==> config.mk <==
export PLATFORM = sky130hd
export DESIGN_NAME = regfile_wb_arbiter
export DESIGN_NICKNAME = d
export VERILOG_FILES = /design/src/rtl/regfile_wb_arbiter.sv
export SDC_FILE = /design/constraint.sdc
export NUM_CORES = 1
export LEC_CHECK = 0
export ABC_AREA = 0
export BUFFER_PORTS_ARGS = -buffer_cell sky130_fd_sc_hd__buf_2
export CAP_MARGIN = 15
export CORE_ASPECT_RATIO = 1.25
export CORE_MARGIN = 1
export CORE_UTILIZATION = 59
export CTS_CLUSTER_SIZE = 20
export DETAILED_ROUTE_END_ITERATION = 16
export HOLD_SLACK_MARGIN = 0.05
export PLACE_DENSITY = 0.88
export SLEW_MARGIN = 20
export SYNTH_ARGS = -nofsm -noshare
export SYNTH_HDL_FRONTEND = slang
export SYNTH_SLANG_ARGS = --single-unit
==> constraint.sdc <==
create_clock -name clock -period 7.7 [get_ports clock]
set_input_delay 0.77 -clock clock [delete_from_list [all_inputs] [get_ports clock]]
set_output_delay 0.77 -clock clock [all_outputs]
set_load 0.005 [all_outputs]
==> src/rtl/regfile_wb_arbiter.sv <==
`default_nettype none
// ============================================================================
// Module   : regfile_wb_arbiter
// Purpose  : Merges in-order pipeline writeback and out-of-order multdiv
//            results onto the single register-file write port. Multdiv
//            results wait in a small FIFO until a writeback slot is free;
//            a per-register busy scoreboard tracks outstanding multdiv
//            destinations.
// Options  : WB_FORWARD_EN - adds a write-then-read bypass on two read ports.
// Revision : 1.0 - initial release
// ============================================================================
module regfile_wb_arbiter #(
    parameter int QDEPTH = 4
) (
    input  logic        clock,
    input  logic        ctrl_reset_n,
    input  logic        wb_valid,
    input  logic [4:0]  wb_reg,
    input  logic [31:0] wb_data,
    input  logic        md_valid,
    input  logic [4:0]  md_reg,
    input  logic [31:0] md_data,
    output logic        md_ready,
    input  logic        issue_valid,
    input  logic [4:0]  issue_reg,
    output logic        wb_stall,
    output logic [31:0] reg_busy,
    output logic        ctrl_writeEnable,
    output logic [4:0]  ctrl_writeReg,
    output logic [31:0] data_writeReg
`ifdef WB_FORWARD_EN
    ,
    input  logic [4:0]  ctrl_readRegA,
    input  logic [4:0]  ctrl_readRegB,
    input  logic [31:0] rf_readA,
    input  logic [31:0] rf_readB,
    output logic [31:0] fwd_readA,
    output logic [31:0] fwd_readB
`endif
);

    localparam int PW = (QDEPTH > 1) ? $clog2(QDEPTH) : 1;
    localparam int CW = $clog2(QDEPTH + 1);
    localparam logic [CW-1:0] FULL_COUNT = CW'(QDEPTH);

    logic [4:0]    fifo_reg  [QDEPTH];
    logic [31:0]   fifo_data [QDEPTH];
    logic [PW-1:0] head;
    logic [PW-1:0] tail;
    logic [CW-1:0] count;

    logic          md_accept;
    logic          wb_sel;
    logic          fifo_sel;
    logic          thru_sel;
    logic          push;
    logic          md_write;
    logic [4:0]    md_write_reg;
    logic [31:0]   busy_next;

    // Flow control comes from the registered count only, so a pop in the
    // same cycle never frees a slot early.
    assign md_ready  = (count < FULL_COUNT);
    assign wb_stall  = (count == FULL_COUNT);
    assign md_accept = md_valid && md_ready;

    // Fixed priority: live pipeline write, then FIFO head, then a direct
    // multdiv pass-through when nothing is queued. r0 writes never win.
    assign wb_sel   = wb_valid && (wb_reg != 5'd0);
    assign fifo_sel = !wb_sel && (count != '0);
    assign thru_sel = !wb_sel && (count == '0) && md_accept && (md_reg != 5'd0);
    assign push     = md_accept && (md_reg != 5'd0) && !thru_sel;

    assign md_write     = fifo_sel || thru_sel;
    assign md_write_reg = fifo_sel ? fifo_reg[head] : md_reg;

    // Scoreboard update: clear on a multdiv-sourced write, then set on issue
    // so a coincident issue of the same register keeps it busy.
    always_comb begin
        busy_next = reg_busy;
        if (md_write) begin
            busy_next[md_write_reg] = 1'b0;
        end
        if (issue_valid && (issue_reg != 5'd0)) begin
            busy_next[issue_reg] = 1'b1;
        end
        busy_next[0] = 1'b0;
    end

    // FIFO payload storage; contents are only meaningful below count.
    always_ff @(posedge clock) begin
        if (push) begin
            fifo_reg[tail]  <= md_reg;
            fifo_data[tail] <= md_data;
        end
    end

    // FIFO pointers and occupancy; pointers wrap naturally at power-of-two depth.
    always_ff @(posedge clock or negedge ctrl_reset_n) begin
        if (!ctrl_reset_n) begin
            head  <= '0;
            tail  <= '0;
            count <= '0;
        end else begin
            if (push) begin
                tail <= tail + PW'(1);
            end
            if (fifo_sel) begin
                head <= head + PW'(1);
            end
            if (push && !fifo_sel) begin
                count <= count + CW'(1);
            end else if (!push && fifo_sel) begin
                count <= count - CW'(1);
            end
        end
    end

    // Registered regfile write port; address and data hold when idle.
    always_ff @(posedge clock or negedge ctrl_reset_n) begin
        if (!ctrl_reset_n) begin
            ctrl_writeEnable <= 1'b0;
            ctrl_writeReg    <= 5'd0;
            data_writeReg    <= 32'd0;
        end else if (wb_sel) begin
            ctrl_writeEnable <= 1'b1;
            ctrl_writeReg    <= wb_reg;
            data_writeReg    <= wb_data;
        end else if (fifo_sel) begin
            ctrl_writeEnable <= 1'b1;
            ctrl_writeReg    <= fifo_reg[head];
            data_writeReg    <= fifo_data[head];
        end else if (thru_sel) begin
            ctrl_writeEnable <= 1'b1;
            ctrl_writeReg    <= md_reg;
            data_writeReg    <= md_data;
        end else begin
            ctrl_writeEnable <= 1'b0;
        end
    end

    // Busy scoreboard register.
    always_ff @(posedge clock or negedge ctrl_reset_n) begin
        if (!ctrl_reset_n) begin
            reg_busy <= 32'd0;
        end else begin
            reg_busy <= busy_next;
        end
    end

`ifdef WB_FORWARD_EN
    // Bypass the write being committed this cycle to readers of the same register.
    assign fwd_readA = (ctrl_writeEnable && (ctrl_writeReg == ctrl_readRegA) &&
                        (ctrl_readRegA != 5'd0)) ? data_writeReg : rf_readA;
    assign fwd_readB = (ctrl_writeEnable && (ctrl_writeReg == ctrl_readRegB) &&
                        (ctrl_readRegB != 5'd0)) ? data_writeReg : rf_readB;
`endif

endmodule
`default_nettype wire

==> results of run 1 <==
per-stage QoR:
| step | hold WS [ps] | cells | area, um2 | util | total power [W] |
|---|---|---|---|---|---|
| floorplan | 470 | 702 | 9480 | - | 0.00254 |
| global placement | 459 | 1034 | 10400 | 0.663 | 0.00293 |
| detailed placement | 469 | 1034 | 10400 | 0.663 | 0.00299 |
| CTS | 485 | 1071 | 11100 | 0.709 | 0.00410 |
| global route | 497 | 1071 | 11100 | 0.709 | 0.00430 |
| finish | 461 | 1072 | 11100 | 0.710 | 0.00408 |
metal layers:
layer,track usage,share of wire
met5,0,0.00059
met1,0.347,0.37
met3,0.0493,0.074
met2,0.477,0.52
met4,0.109,0.032
worst register-to-register path, cell delays in order, from the launching register on:
cell     delay (ps)
dfrtp_1         440
nor2b_1         410
o21ai_1         190
a21oi_1         580
and2_2          950
cells in the final DEF, fill, tap and decap left out, types with 6 or more instances in the layout:
master	instances
o31ai_1	13
a21oi_1	69
a22oi_1	7
o21ai_1	8
nand2_1	152
buf_4	6
nor2_1	10
dfrtp_1	75
mux4_2	37
o21ai_0	55
nand3_1	8
edfxtp_1	148
inv_1	8
clkbuf_16	21
buf_2	153
layout make-up:
cell class,count,area share
Sequential cell,224,0.572
Multi-Input combinational cell,431,0.263
Timing Repair Buffer,159,0.0731
Clock buffer,24,0.0493
Tap cell,212,0.0239
Clock inverter,13,0.0157
Inverter,8,0.00271
Antenna cell,1,0.000226
power by group through the flow:
stage                     registers (W)  logic [W]  clock network, W
after floorplan                 0.00174   0.000805                 0
after global placement          0.00173    0.00120                 0
after detailed placement        0.00175    0.00125                 0
after CTS                       0.00173    0.00127           0.00110
after global routing            0.00176    0.00140           0.00114
final                           0.00173    0.00126           0.00108
cell families after synthesis:
kind of cell | Yosys count
compound gates | 169
xor+xnor | 6
fa+ha+maj | 6
buf+inv | 47
flops | 224
mux | 40
other cells | 1
simple gates | 209
final timing paths:
path	start	to	cells past startpoint
setup reg to reg	count[2]$_DFFE_PN0P_	fifo_data[0][5]$_DFFE_PP_	4
setup / recovery	count[2]$_DFFE_PN0P_	fifo_data[0][5]$_DFFE_PP_	4
hold reg to reg	data_writeReg[18]$_DFFE_PN0P_	data_writeReg[18]$_DFFE_PN0P_	2
min in group clock	data_writeReg[18]$_DFFE_PN0P_	data_writeReg[18]$_DFFE_PN0P_	2
hold / removal	ctrl_reset_n	reg_busy[19]$_DFF_PN0_	1
max in group asynchronous	ctrl_reset_n	head[0]$_DFFE_PN0N_	1
==> reports/qor.yml, run 1 <==
run_status: "finished, final reports clean"
yosysTopAreaCell: "edfxtp_1"
wl_mm: 22.2
synth_compound_area_frac: 0.103
p_leak_nw: 4.27
initial_core_util: 0.606
period_share: 0.386
grt_pass1_vias: 6461
ys_top_cells_by_area: "edfxtp_1 47%, dfrtp_1 20%, mux4_2 8.8%"
antenna_found_initial: 1
crit_family: "simple AND/OR/NAND/NOR gates"
drt.antenna.violating_nets: 0
place.gp.congestion: 0.864
synth_top_family_by_area: "compound AO/OA/AOI/OAI gates"
cts-root-buf: "clkbuf_16"
cts_tree: "yes"
cts_resized: 0
grt_pass1_wl_mm: 34.2
crit_type: "reg -> reg"
grt_max_degree: 77
final_nets: 935
multiInputGateArea_um2: 2920
clockBufferDepth: 3
reg2reg_slack_ps: 4730
holdBufCountCts: 0
synth_edf_count: 148
maxSlewHeadroom: 0.321
rows: 51
dieArea_um2: 16600
post_drt_wl_per_cell_um: 20.7
fin_tns_setup_ps: 0
synthFlopType: "edfxtp_1"
synth_mux_area_frac: 0.0912
synth_top_area_share: 0.469
synth_fa_ha_area_frac: 0.00871
drive_gt1_frac: 0.286
powerDensity_nw_per_um2: 368
fmax_mhz: 337
portBuffers: 154
synth-simple-area-share: 0.0973
clk_pin_slew_ps: 70
rsz0062_at_grt: "false"
largest_reg_flops: 128
end_kind: "flip-flop"
clkPwrFrac: 0.266
seqPwrFrac: 0.425
setup_viol: 0
cp_num_buf_inv: 0
clkSinkCount: 224
cap_violations: 0
place_ws_ps: 4410
ys_types: 57
clock_skew_ps: 7.19
p_switching_w: 0.00130
vias_per_cell: 6.06
largest-register: "fifo_data"
core_area_um2: 15600
syn_nets: 792
first_pass_iters: 5
switching_share: 0.319
synthTopCellsByCount: "152 x nand2_1, 148 x edfxtp_1, 76 x dfrtp_1, 69 x a21oi_1, 55 x o21ai_0"
fp.dieH_um: 144
top_regs: "fifo_data (128), data_writeReg (32), reg_busy (31)"
synth-async-reset-ratio: 0.339
drtIter0Drc: 614
syn_to_final_growth_pct: 17.0
cts_max_level: 1
slowest_delay_ps: 950
synth_most_common_cell: "nand2_1"
synth-xor-area-share: 0.00554
layout.area.seq_um2: 6350
ys_ff_latch: 224
finalHoldViolations: 0
drc: 0
post_cts_buffers: 0
p_comb_frac: 0.309
grt.total_usage: 0.277
min_period_ps: 2970
tightest_slew_ps: 1020
hp-class: "in -> async"
clk_latency_ps: 490
syn_avg_cell_area_um2: 13.5
cp_slowest_cell: "and2_2"
slew_violations: 0
hpwl_mm: 13.8
setup_ws_ps: 4730
n_fill_cell: 1024
yosysWarnings: 0
cts_buffers: 21
netlist_area_um2: 9480
crit_chain: "nor2b_1 > o21ai_1 > a21oi_1 > and2_2"
dieWidth_um: 115
p_int_w: 0.00278
worstPathRequired_ps: 7810
irDropWorstVdd_uv: 250
worstSetupStartpointType: "flip-flop"
worstPathArrival_ps: 3080
synth_cells: 702
io_pins: 156
synth-seq-area-share: 0.669
path_max_fanout: 37
vias: 6492
grt_overflow: 0
Power figures use the tool's default switching activity.
==> run 2: changes to the inputs <==
--- a/config.mk
+++ b/config.mk
@@ -10,11 +10,11 @@
 export CAP_MARGIN = 15
 export CORE_ASPECT_RATIO = 1.25
 export CORE_MARGIN = 1
-export CORE_UTILIZATION = 59
+export CORE_UTILIZATION = 51
 export CTS_CLUSTER_SIZE = 20
 export DETAILED_ROUTE_END_ITERATION = 16
 export HOLD_SLACK_MARGIN = 0.05
-export PLACE_DENSITY = 0.88
+export PLACE_DENSITY = 0.81
 export SLEW_MARGIN = 20
 export SYNTH_ARGS = -nofsm -noshare
 export SYNTH_HDL_FRONTEND = slang
==> constraint.sdc (replaced) <==
create_clock -name clock -period 2.6 [get_ports clock]
set_input_delay 0.26 -clock clock [delete_from_list [all_inputs] [get_ports clock]]
set_output_delay 0.26 -clock clock [all_outputs]
set_load 0.005 [all_outputs]
==> run 2 against run 1 <==
Against the previous run: flip-flop and latch count did not move; final cell count rose by 7.2%; clock skew rose by 5.3 ps; global-route usage fell by 3.9 points; sequential power rose to 3.0 times the previous value; first-iteration DRC count fell by 33%; worst setup slack got worse by 4500 ps; wire length rose by 0.51%; via count rose by 1.7%; largest cell class unchanged.
==> reports/qor.yml, run 2 (synthesized netlist as in run 1, its figures left out) <==
largest-register: "fifo_data"
p_int_w: 0.00857  # +210%
clk_pin_slew_ps: 60  # about the same
grt_pass1_vias: 6866  # +6.3%
cts_resized: 0  # unchanged
drtIter0Drc: 410  # -33%
cts_tree: "yes"
dp_cells: 1069  # +3.4%
rr_endpoint: "reg_busy[12]$_DFF_PN0_"
tightest_slew_ps: 717  # -302 ps
hold_end: "data_writeReg[12]$_DFFE_PN0P_"
irDropWorstVdd_uv: 602  # +140%
hold_slack_ps: 60.1  # -401 ps
dieArea_um2: 19100  # +15%
top_regs: "fifo_data (128), data_writeReg (32), reg_busy (31)"
powerDensity_nw_per_um2: 1050  # +190%
fp.dieH_um: 154  # +7.5%
cts_buffers: 22  # +4.8%
diodes: 0  # -1
grt_max_degree: 58  # -25%
p_leak_nw: 4.60  # +7.8%
n_fill_cell: 1304  # +27%
cts_max_level: 1  # unchanged
clk_latency_ps: 500  # about the same
drc: 0  # unchanged
hp-class: "in -> reg"
finalHoldViolations: 0  # unchanged
reg2reg_slack_ps: 350  # -4380 ps
clockBufferDepth: 3  # unchanged
rsz0062_at_grt: "false"
grt_overflow: 0  # unchanged
crit_type: "in -> reg"
final_nets: 995  # +6.4%
rows: 55  # +7.8%
run_status: "finished, final reports clean"
seqPwrFrac: 0.416  # -0.009
drt.antenna.violating_nets: 0  # unchanged
hp-start: "wb_data[12]"
cap_violations: 0  # unchanged
clock_skew_ps: 12.5  # +5.35 ps
grt.total_usage: 0.238  # -0.0387
end_kind: "flip-flop"
instances_no_fill: 1149  # +7.2%
p_comb_frac: 0.310  # about the same
fmax_mhz: 424
setup_viol: 0  # unchanged
maxSlewHeadroom: 0.518  # +0.198
mostFrequentLayoutCell: "buf_2"
clkPwrFrac: 0.274  # +0.008
dieWidth_um: 124  # +7.4%
vias_per_cell: 5.74  # -5.1%
min_period_ps: 2360
post_drt_wl_per_cell_um: 19.4  # -6.2%
hpwl_mm: 14.6  # +5.7%
grt_pass1_wl_mm: 34.8  # +1.8%
largest_reg_flops: 128  # unchanged
r2r_start: "head[0]$_DFFE_PN0N_"
path_max_fanout: 4  # -89%
switching_share: 0.308  # -0.0108
antenna_found_initial: 0  # -1
p_total_w: 0.0124  # +200%
worstSetupStartpointType: "input port"
worstHoldPathCells: 3
cts-root-buf: "clkbuf_16"
io_pins: 156  # unchanged
core_area_um2: 18200  # +16%
worstPathRequired_ps: 2980  # -4830 ps
wl_mm: 22.3  # +0.51%
initial_core_util: 0.522  # -0.0846
final_cell_mix: "153 x buf_2, 152 x nand2_1, 148 x edfxtp_1, 74 x dfrtp_1, 69 x a21oi_1"
clkSinkCount: 224  # unchanged
vias: 6600  # +1.7%
worstPathArrival_ps: 2730  # -350 ps
portBuffers: 154  # unchanged
first_pass_iters: 5  # unchanged
drive_gt1_frac: 0.292  # +0.00569
rr_worst_depth: 5  # +1
fin_tns_setup_ps: 0  # unchanged
p_switching_w: 0.00382  # +190%
final_core_util: 0.651  # -0.0590
slew_violations: 0  # unchanged
period_share: 0.907
place.gp.congestion: 0.830  # -3.9%
syn_to_final_growth_pct: 24.7
[run 2: worst max-delay path: stages]
cell	delay, ps
dlygate4sd3_1	530
buf_2	140
or3_1	470
o31ai_4	220
a21oi_1	120
ha_1	240
inv_1	80
fa_1	410
mux2_2	270
[run 2: area by class of cell]
cell class	instances	area, um2	share of cell area
well taps	228	285	0.0241
clock inverters	11	160	0.0135
multi-input cells	431	2910	0.247
clock buffers	29	628	0.0531
flip-flops and latches	224	6350	0.537
inverters	8	30.0	0.00254
repair buffers	218	1450	0.123
[run 2: per-layer routing]
| layer | wire [um] | up-vias | track usage |
|---|---|---|---|
| li1 | - | 3019 | - |
| met1 | 8580 | 3259 | 0.282 |
| met2 | 11800 | 277 | 0.435 |
| met3 | 1440 | 45 | 0.0395 |
| met4 | 481 | 0 | 0.0731 |
| met5 | 0 | - | 0 |
[run 2: power by group through the flow]
stage                     Clock (W)  Sequential [W]  Combinational, W
after floorplan                   0         0.00515           0.00238
after global placement            0         0.00516           0.00367
after detailed placement          0         0.00520           0.00378
after CTS                   0.00344         0.00515           0.00385
after global routing        0.00358         0.00526           0.00424
final                       0.00340         0.00515           0.00384
[run 2: per-stage QoR]
step | cell area (um2) | worst slack, ps
floorplan | 9480 | 48.6
detailed placement | 10600 | 249
global route | 11800 | 172
finish | 11800 | 242
global placement | 10600 | 301
CTS | 11800 | 256
[run 2: repair_timing]
item,CTS,global route
endpoints found under the hold margin,181,0
buffers inserted,0,0
hold buffers,40,0
setup endpoints to repair,0,0
[run 2: worst max-delay path by stage]
stage,from,to,slack [ps],cells past startpoint
2_1_floorplan,count[2]$_DFFE_PN0P_,fifo_data[2][0]$_DFFE_PP_,50,5
3_3_place_gp,md_reg[2],count[1]$_DFFE_PN0P_,300,8
3_5_place_dp,md_reg[2],count[1]$_DFFE_PN0P_,250,8
4_1_cts,wb_reg[4],count[1]$_DFFE_PN0P_,260,9
5_1_grt,wb_reg[4],count[1]$_DFFE_PN0P_,170,9
6_report,wb_reg[4],count[1]$_DFFE_PN0P_,240,9
